## src/rtl/key_debounce.sv

```systemverilog
// key_debounce: debounces an active-low pushbutton and produces a held level plus a
// single-cycle step pulse on each accepted press and on each auto-repeat tick.
//
// Ports:
//   clk     - single rising-edge clock
//   reset   - asynchronous active-low reset (0 = reset)
//   key_n   - raw asynchronous pushbutton, active-low (0 = pressed)
//   pressed - registered debounced key level, 1 = held
//   step    - registered one-cycle pulse per accepted press / auto-repeat
module key_debounce #(
    parameter int unsigned DEBOUNCE_CYCLES = 1000000,
    parameter int unsigned REPEAT_DELAY    = 25000000,
    parameter int unsigned REPEAT_PERIOD   = 10000000,
    parameter int unsigned REPEAT_EN       = 1
) (
    input  logic clk,
    input  logic reset,
    input  logic key_n,
    output logic pressed,
    output logic step
);

    localparam int unsigned MaxDeb = (DEBOUNCE_CYCLES > REPEAT_DELAY) ? DEBOUNCE_CYCLES
                                                                      : REPEAT_DELAY;
    localparam int unsigned MaxAll = (MaxDeb > REPEAT_PERIOD) ? MaxDeb : REPEAT_PERIOD;
    localparam int unsigned CntW   = $clog2(MaxAll) + 1;

    localparam logic [CntW-1:0] DebLast   = CntW'(DEBOUNCE_CYCLES - 1);
    localparam logic [CntW-1:0] DelayLast = CntW'(REPEAT_DELAY - 1);
    localparam logic [CntW-1:0] PerLast   = CntW'(REPEAT_PERIOD - 1);
    localparam logic [CntW-1:0] CntMax    = '1;

    typedef enum logic [2:0] {
        StIdle,
        StPressWait,
        StHeld,
        StRepeat,
        StReleaseWait
    } state_e;

    state_e          state_q, state_d;
    logic [CntW-1:0] cnt_q, cnt_d;
    logic            sync1_q, sync2_q;
    logic            pressed_q, pressed_d;
    logic            step_q, step_d;
    logic            cnt_clr;
    logic            key_s;

    // Two-flop synchronizer; resets to the released (high) level so reset
    // deassertion never looks like a press edge.
    always_ff @(posedge clk or negedge reset) begin
        if (!reset) begin
            sync1_q <= 1'b1;
            sync2_q <= 1'b1;
        end else begin
            sync1_q <= key_n;
            sync2_q <= sync1_q;
        end
    end

    assign key_s = ~sync2_q;

    always_comb begin
        state_d = state_q;
        step_d  = 1'b0;
        cnt_clr = 1'b0;
        unique case (state_q)
            StIdle: begin
                if (key_s) state_d = StPressWait;
            end
            StPressWait: begin
                if (!key_s) begin
                    state_d = StIdle;
                end else if (cnt_q == DebLast) begin
                    state_d = StHeld;
                    step_d  = 1'b1;
                end
            end
            StHeld: begin
                if (!key_s) begin
                    state_d = StReleaseWait;
                end else if ((REPEAT_EN != 0) && (cnt_q == DelayLast)) begin
                    state_d = StRepeat;
                    step_d  = 1'b1;
                end
            end
            StRepeat: begin
                // Release is checked first so it wins over a due repeat pulse.
                if (!key_s) begin
                    state_d = StReleaseWait;
                end else if (cnt_q == PerLast) begin
                    step_d  = 1'b1;
                    cnt_clr = 1'b1;
                end
            end
            StReleaseWait: begin
                if (key_s) begin
                    state_d = StHeld;
                end else if (cnt_q == DebLast) begin
                    state_d = StIdle;
                end
            end
            default: state_d = StIdle;
        endcase

        // Shared counter: clears on any transition, saturates instead of wrapping.
        if ((state_d != state_q) || cnt_clr) begin
            cnt_d = '0;
        end else if (cnt_q == CntMax) begin
            cnt_d = cnt_q;
        end else begin
            cnt_d = cnt_q + 1'b1;
        end

        pressed_d = (state_d == StHeld) || (state_d == StRepeat) ||
                    (state_d == StReleaseWait);
    end

    always_ff @(posedge clk or negedge reset) begin
        if (!reset) begin
            state_q   <= StIdle;
            cnt_q     <= '0;
            pressed_q <= 1'b0;
            step_q    <= 1'b0;
        end else begin
            state_q   <= state_d;
            cnt_q     <= cnt_d;
            pressed_q <= pressed_d;
            step_q    <= step_d;
        end
    end

    assign pressed = pressed_q;
    assign step    = step_q;

endmodule

```

## config.mk

```make
export PLATFORM = sky130hd
export DESIGN_NAME = key_debounce
export DESIGN_NICKNAME = d
export VERILOG_FILES = /design/src/rtl/key_debounce.sv
export SDC_FILE = /design/constraint.sdc
export NUM_CORES = 1
export LEC_CHECK = 0
export ABC_AREA = 1
export BUFFER_PORTS_ARGS = -buffer_cell sky130_fd_sc_hd__buf_2
export CAP_MARGIN = 20
export CORE_MARGIN = 5
export CORE_UTILIZATION = 50
export DETAILED_ROUTE_END_ITERATION = 12
export GPL_TIMING_DRIVEN = 0
export PLACE_DENSITY = 0.66
export SETUP_SLACK_MARGIN = 0.3
export SYNTH_ARGS = -nofsm -noshare
export SYNTH_HDL_FRONTEND = slang
export SYNTH_SLANG_ARGS = --single-unit
```

## constraint.sdc

```tcl
create_clock -name clk -period 2.25 [get_ports clk]
set_input_delay 0.3375 -clock clk [delete_from_list [all_inputs] [get_ports clk]]
set_output_delay 0.3375 -clock clk [all_outputs]
set_load 0.05 [all_outputs]
```

### After elaboration in Yosys (flattened, before gate mapping)

Cells that the tools add are included.

* latch bits: 0
* bits in read-only memories: 0
* register bits after elaboration: 33
* RAM bits: 0
* memories: 0

* multiplexer cells: 19
* add/subtract/negate cells: 1
* divide/modulo/power cells: 0
* multiply operators: 0
* reductions and logical operators: 4
* shift operators: 0
* $lt $le $gt $ge: 0
* bitwise gates (word level): 0
* eq/ne operators: 13

Operators by type and width (number)
* two-way mux 26 bit: 2
* adder 26 x 1 -> 26 bit (second input constant): 1
* equality test 26 x 20 -> 1 bit (second input constant): 1
* equality test 26 x 24 -> 1 bit (second input constant): 1
* equality test 26 x 25 -> 1 bit (second input constant): 1
* equality test 26 bit (second input constant): 1
* two-way mux 3 bit: 8
* case mux 3 bit (5 select lines): 1
* equality test 3 x 2 -> 1 bit (second input constant): 4
* two-way mux 1 bit: 7
* equality test 3 bit (second input constant): 2
* equality test 3 x 1 -> 1 bit (second input constant): 1
* zero test 3 bit: 1
* logical OR 1 bit: 3
* inequality test 3 bit: 1
* case mux 1 bit (3 select lines): 1
* inequality test 2 bit (second input constant): 1

### Logic depth before layout (Yosys ltp)

Gate-level depths: netlist of the first run.

* depth after elaboration: 7
* depth in mapped cells: 15
* mapped depth without buffers: 14

### Worst setup path before layout of the first run

Ideal clock, no wire load.

* path type: register to register
* start: register cnt_q[0]
* end: register cnt_q[3]
* library setup time: 0.122 ns
* arrival: 1.634 ns
* clock period less this slack: 1.756 ns
* cell stages (with the launch flop): 14
* path slack: 0.494 ns
* data required time: 2.128 ns
* cell sequence: dfrtp_1 ha_1 nand2_2 nor2_4 nand3_2 nor2_1 nand3_1 nand3_1 nand2_1 nor2_1 nor2_2 nand2_4 buf_6 nor2_2

* word-level cells in the longest chain between the ends: 7

RTL lines
* start, declared: line 42 `logic [CntW-1:0] cnt_q, cnt_d;`
* start signal, assigned: line 127 `cnt_q <= cnt_d;`
* equality test 26 x 20 -> 1 bit / equality test 26 x 25 -> 1 bit (equally long branches): line 74, 99, 82
* two-way mux 3 bit (on tied branches): line 99, 74, 82
* two-way mux 3 bit (on tied branches): line 97, 72, 80
* case mux 3 bit (5 select lines): line 67 `unique case (state_q)`
* inequality test 3 bit: line 107 `if ((state_d != state_q) || cnt_clr) begin`
* logical OR 1 bit: line 107
* inequality test 2 bit (no line) / two-way mux 26 bit (equally long branches)

Parallel ways exist; a longest one is shown, timed or not. The select of a mux whose other input is x is not followed.
A chain may end at the register's enable or synchronous reset.

### Final worst setup path of the first run

* start: register cnt_q[1]
* end: register cnt_q[25]

Same word-level chain as after synthesis.

==> impl_results.md, run 1 <==
* Gr usage total at 19.0%
* Share of layout cells above drive strength 1 at 29.5%
* Worst r2r src: cnt_q[1]
* Die Height at 77.1 µm
* EDFF count, synth at 0
* Drt first-iter violations at 170
* Syn_area_per_cell at 6.86 µm²
* Vias in the first global route at 1930
* Io pins at 5
* Initial antenna violation count at 0
* Area grow syn2layout at 25.0%
* Pre-Repair DR Iteration Count at 5
* Flops & latches, synth at 33
* Critical path origin: cnt_q[1]
* Clock tree root driver cell: clkbuf_8
* DR vias/cell at 5.31
* GRT Residual Overflow at 0
* Core Footprint at 4350 µm²
* Worst-path maximum fanout at 3
* Most used cell along the critical path: nor2_1
* Core Rows at 24
* First-pass GRT wire length at 9100 µm
* Fmax at 528 MHz
* Total number of H-tree levels at 2
* Final setup viols at 0
* CP startpoint kind: flop
* Most frequent cells in the layout: nand2_1 (58), nor2_1 (48), inv_1 (41)
* Total CTS buffers at 5
* Synth unique cells at 30
* Worst-path clk slew at 0.07 ns
* CP Cell Sequence: buf_4 -> buf_4 -> nand3_2 -> nor2_1 -> nand3_1 -> nor2_1 -> nand3_1 -> nor2_1 -> nand2_1 -> o21ai_0 -> inv_1 -> nor2_2
* Critical Path AT at 2.12 ns
* Synth Instances at 328
* HPWL Detailed at 3920 µm
* Leak pwr at 1.22 nW
* Initial core utilization at 51.7%
* Setup Crit Path Kind: flop to flop
* Final Hold Fails at 0
* Post-synthesis async set-or-reset flop share at 100%
* VDD IR max at 0.000373 V
* Clock Path Buffers at 2
* Avg WL per Cell at 14.1 µm
* YS warnings at 0
* Die Wd at 77.1 µm
* CTS tree: yes
* Routed WL at 5800 µm
* IO buf count at 4
* CTS Sinks at 33
* Skew final at 0.00924 ns
* Rel. slew slack at 51.5%
* Worst-margin pin slew at 0.727 ns
* Status: completed
* Via count at 2184
* Die ar. at 5940 µm²
* Post-route insts no fill at 411
* # fillers at 374
* Main flop type after synthesis: dfrtp_1
* Pwr/cell area at 500 nW/µm²
* Setup TNS at 0 ns
* Syn nets at 332
* Clk_lat worst skew at 0.29 ns
* Unrepaired setup endpoints after global routing: yes
* DP Cell Count at 384
* HP Class: input pin to asynchronous set/reset pin
* Min cycle time layout at 1.89 ns
* Final critical-path share of the clock period at 84.2%
* Most common cell after layout, fill and taps aside: nand2_1
* Number of diodes at 0
* Crit path required time at 2.47 ns
* Crit-path slowest cell: dfrtp_1
* Remaining routing DRC violations at 0
* Final antenna-violating net count at 0
* Maxcap violations at 0
* CP endpoint kind: flop
* Max stage delay on crit path at 0.40 ns
* Fin. max-slew vios at 0
* RePlAce Congestion at 0.977
* Post-Syn Area at 2250 µm²
* Register area share after synthesis at 36.8%
* Largest net degree at the start of global routing at 34
* NumNets Final at 362
## report_power, final
group / switching [mW] / total (mW) / internal [mW]
logic: 0.147 / 0.294 / 0.147
clock network: 0.222 / 0.472 / 0.250
registers: 0.0256 / 0.639 / 0.613
total: 0.395 / 1.41 / 1.01
## final cells by class
cell class	count	area, µm²	share of cell area [%]
Multi-Input combinational cell	244	1390	49.3
Sequential cell	33	831	29.6
Timing Repair Buffer	23	198	7.03
Inverter	45	169	6.01
Clock buffer	8	90.1	3.20
Buffer	6	72.6	2.58
Tap cell	52	65.1	2.31
## flip-flops by register name, indices dropped and copies added (netlist names)
name,flops
sync1_q,1
sync2_q,1
step,1
state_q,3
pressed,1
cnt_q,26
## what timing repair did
| item | in CTS | in global routing |
|---|---|---|
| hold buffers | 0 | 0 |
| setup endpoints to repair | 26 | 26 |
| cloned | 0 | 2 |
| endpoints found under the hold margin | 0 | 0 |
| pin swaps | 2 | 19 |
| gates resized for setup | 6 | 47 |
| setup buffers | 6 | 11 |
## cell usage after synthesis (3+ instances only)
| cell | instances | area [µm²] |
|---|---|---|
| inv_1 | 43 | 161 |
| dfrtp_1 | 31 | 776 |
| nor3_1 | 9 | 45.0 |
| nand3_2 | 3 | 30.0 |
| nand4_1 | 8 | 50.1 |
| o21ai_0 | 18 | 90.1 |
| nand2_1 | 65 | 244 |
| nor2_1 | 57 | 214 |
| xor2_1 | 6 | 52.6 |
| nand3b_1 | 3 | 22.5 |
| nor2_2 | 22 | 138 |
| buf_4 | 3 | 22.5 |
| nand3_1 | 31 | 155 |
| a21oi_1 | 3 | 15.0 |
| nand2_2 | 7 | 43.8 |
## critical path: cells and delay by family, from the launching register on
kind,cells,cell delay (ns)
buf+inv,3,0.30
flops,1,0.40
compound gates,1,0.20
simple gates,8,0.93
## cell families after synthesis
logic type | after synthesis | synth area share [%]
AOI/OAI and AO/OA | 24 | 5.56
buffers and inverters | 51 | 9.73
xor gates and xnor gates | 6 | 2.34
and+or+nand+nor | 213 | 45.0
DFF | 33 | 36.8
adders and majority gates | 1 | 0.556
## per-stage QoR
| step | instance area, µm² | total power, mW | util, % | hold WS, ns | setup WS, ns |
|---|---|---|---|---|---|
| after floorplan | 2250 | 0.764 | - | 0.0419 | 0.494 |
| after global placement | 2330 | 0.802 | 53.6 | 0.346 | 0.120 |
| after detailed placement | 2330 | 0.805 | 53.6 | 0.351 | 0.0684 |
| after CTS | 2490 | 1.32 | 57.2 | 0.135 | 0.275 |
| after global routing | 2810 | 1.47 | 64.6 | 0.128 | 0.146 |
| final | 2810 | 1.41 | 64.6 | 0.102 | 0.356 |
## final timing paths
check	to	slack, ns	depth (start not counted)
setup / recovery	cnt_q[25]	0.36	12
hold / removal	cnt_q[11]	0.10	1
setup reg to reg	cnt_q[25]	0.36	12
hold reg to reg	sync2_q	0.36	0
max in group asynchronous	cnt_q[16]	1.63	1
min in group clk	sync1_q	0.14	1
## layer usage
metal	part of all wire (%)	track usage, %
met1	46	25.6
met2	48	30.2
met5	0	0
met4	1.9	5.84
met3	3.9	4.22
No activity file was read; power rests on OpenSTA's default activity.
==> inputs of run 2 (changes only) <==
clock period = 1.8 ns   (was 2.25 ns; I/O delays follow)
==> run 2 against run 1 <==
The run now ends with setup timing left. Via count up 4.0%. Count of clock-buffer cells in the layout down 1. Register-to-register slack worse by 0.55 ns. Sequential share of layout area down 0.61 points. Largest power group unchanged. Highest routed layer unchanged. Total power up 32%. Utilization up 1.5 points. Clock power up 37%.
==> impl_results.md, run 2 (synthesized netlist as in run 1, its figures left out) <==
* Final Hold Fails at 0 (unchanged)
* Remaining routing DRC violations at 0 (unchanged)
* Biggest regs: cnt_q x26, state_q x3 (unchanged)
* CP startpoint kind: flop (unchanged)
* Final critical-path share of the clock period at 111% (was 84.2%)
* Worst-path maximum fanout at 6 (was 3)
* Area grow syn2layout at 27.8% (was 25.0%)
* Largest net degree at the start of global routing at 34 (unchanged)
* Final antenna-violating net count at 0 (unchanged)
* Io pins at 5 (unchanged)
* Drt first-iter violations at 311 (was 170)
* NumNets Final at 367 (was 362)
* Pwr/cell area at 645 nW/µm² (was 500 nW/µm²)
* Total power at 1.85 mW (was 1.41 mW)
* Critical Path AT at 2.18 ns (was 2.12 ns)
* CTS Sinks at 33 (unchanged)
* HPWL Detailed at 4010 µm (was 3920 µm)
* Setup TNS at -3.85 ns (was 0 ns)
* Min cycle time layout at 1.99 ns (was 1.89 ns)
* Largest Register: cnt_q (unchanged)
* Core Footprint at 4350 µm² (unchanged)
* Post-route cell area at 2880 µm² (was 2810 µm²)
* First-pass GRT wire length at 9920 µm (was 9100 µm)
* Most common cell after layout, fill and taps aside: nand2_1 (unchanged)
* # fillers at 374 (unchanged)
* Rel. slew slack at 50.4% (was 51.5%)
* IO buf count at 4 (unchanged)
* Fin. max-slew vios at 0 (unchanged)
* Via count at 2272 (was 2184)
* Register area at 832 µm² (was 831 µm²)
* Gr usage total at 20.7% (was 19.0%)
* Pre-CTS WS at -0.309 ns (was 0.0684 ns)
* Total number of H-tree levels at 2 (unchanged)
* Clock Path Buffers at 2 (unchanged)
* Maxcap violations at 0 (unchanged)
* WHS at 0.0258 ns (was 0.102 ns)
* Post-DP Area at 2340 µm² (was 2330 µm²)
* Initial core utilization at 51.7% (unchanged)
* Worst-margin pin slew at 0.745 ns (was 0.727 ns)
* Clock tree root driver cell: clkbuf_8 (unchanged)
* Skew final at 0.0128 ns (was 0.00924 ns)
* Worst-path clk slew at 0.08 ns (was 0.07 ns)
* HP Class: input pin to asynchronous set/reset pin (unchanged)
* Crit path required time at 1.99 ns (was 2.47 ns)
* Clk_lat worst skew at 0.30 ns (was 0.29 ns)
* Most frequent cells in the layout: nand2_1 (60), nor2_1 (43), inv_1 (38) (was nand2_1 (58), nor2_1 (48), inv_1 (41))
* Die ar. at 5940 µm² (unchanged)
* DR vias/cell at 5.46 (was 5.31)
* Leak pwr at 1.25 nW (was 1.22 nW)
* Max reg flops at 26 (unchanged)
* Setup ws final at -0.192 ns (was 0.356 ns)
* Vias in the first global route at 2122 (was 1930)
* Total CTS buffers at 5 (unchanged)
* DP Cell Count at 384 (unchanged)
* Final setup viols at 26 (was 0)
* Setup Crit Path Kind: flop to flop (unchanged)
* CP endpoint kind: flop (unchanged)
* Status: complete, but fails checks (was completed)
* Layout Utilization at 66.0% (was 64.6%)
* Pre-Repair DR Iteration Count at 6 (was 5)
* Die Wd at 77.1 µm (unchanged)
* Die Height at 77.1 µm (unchanged)
* Area of the multi-input gates at 1360 µm² (was 1390 µm²)
* Failing checks: setup timing
* Number of diodes at 0 (unchanged)
* Post-route insts no fill at 416 (was 411)
* GRT Residual Overflow at 0 (unchanged)
* Share of layout cells above drive strength 1 at 32.4% (was 29.5%)
* RePlAce Congestion at 0.948 (was 0.977)
* Avg WL per Cell at 14.9 µm (was 14.1 µm)
* CTS tree: yes (unchanged)
* Routed WL at 6200 µm (was 5800 µm)
* Unrepaired setup endpoints after global routing: yes (unchanged)
* VDD IR max at 0.000384 V (was 0.000373 V)
* Initial antenna violation count at 0 (unchanged)
* Fmax at 502 MHz (was 528 MHz)
* Core Rows at 24 (unchanged)
[run 2: cell types whose count changed in the layout (fill, tap and decap cells not counted), sizes merged]
cell / change
buf: +6
clkbuf: -2
clkinv: +1
[run 2: timing repair]
item,in CTS,in global routing
pin swaps,5,15
hold buffers,0,0
setup endpoints to repair,31,31
hold endpoints to repair,0,0
cloned,1,1
setup buffers,12,10
resized for setup,21,36
[run 2: path summary, 6_finish.rpt]
check	from	to	slack, ns	depth (start not counted)
hold reg to reg	sync1_q	sync2_q	0.36	0
hold / removal	reset	cnt_q[4]	0.03	1
max in group asynchronous	reset	cnt_q[16]	1.24	1
min in group clk	key_n	sync1_q	0.07	1
setup / recovery	cnt_q[0]	cnt_q[19]	-0.19	14
setup reg to reg	cnt_q[0]	cnt_q[19]	-0.19	14
[run 2: area by class of cell]
type                    instances  area share, %
repair buffers                 28           9.40
clock buffers                   7           3.35
flip-flops and latches         33           28.9
inverters                      45           5.96
plain buffers                   6           2.65
multi-input cells             244           47.3
clock inverters                 1          0.174
well taps                      52           2.26
[run 2: power by group]
| group | internal [mW] | switching, mW | total (mW) |
|---|---|---|---|
| Combinational | 0.216 | 0.200 | 0.416 |
| Clock | 0.346 | 0.300 | 0.647 |
| Sequential | 0.767 | 0.0247 | 0.791 |
[run 2: metal layers]
layer | global-route usage (%) | wire length (µm)
met1 | 27.4 | 2730
met2 | 33.5 | 3040
met3 | 4.80 | 324
met4 | 6.01 | 119
met5 | 0 | 0
[run 2: worst max-delay path, cell delays in order, from the launching register on]
cell,delay [ns]
dfrtp_1,0.37
ha_2,0.22
nand2_4,0.08
nor2_4,0.13
nand3_4,0.11
nor2_1,0.12
nand3_2,0.10
nand3_2,0.10
nand2_2,0.06
nor2_2,0.11
nor2_2,0.06
nand2_4,0.09
buf_12,0.13
clkbuf_16,0.15
nor2_2,0.03
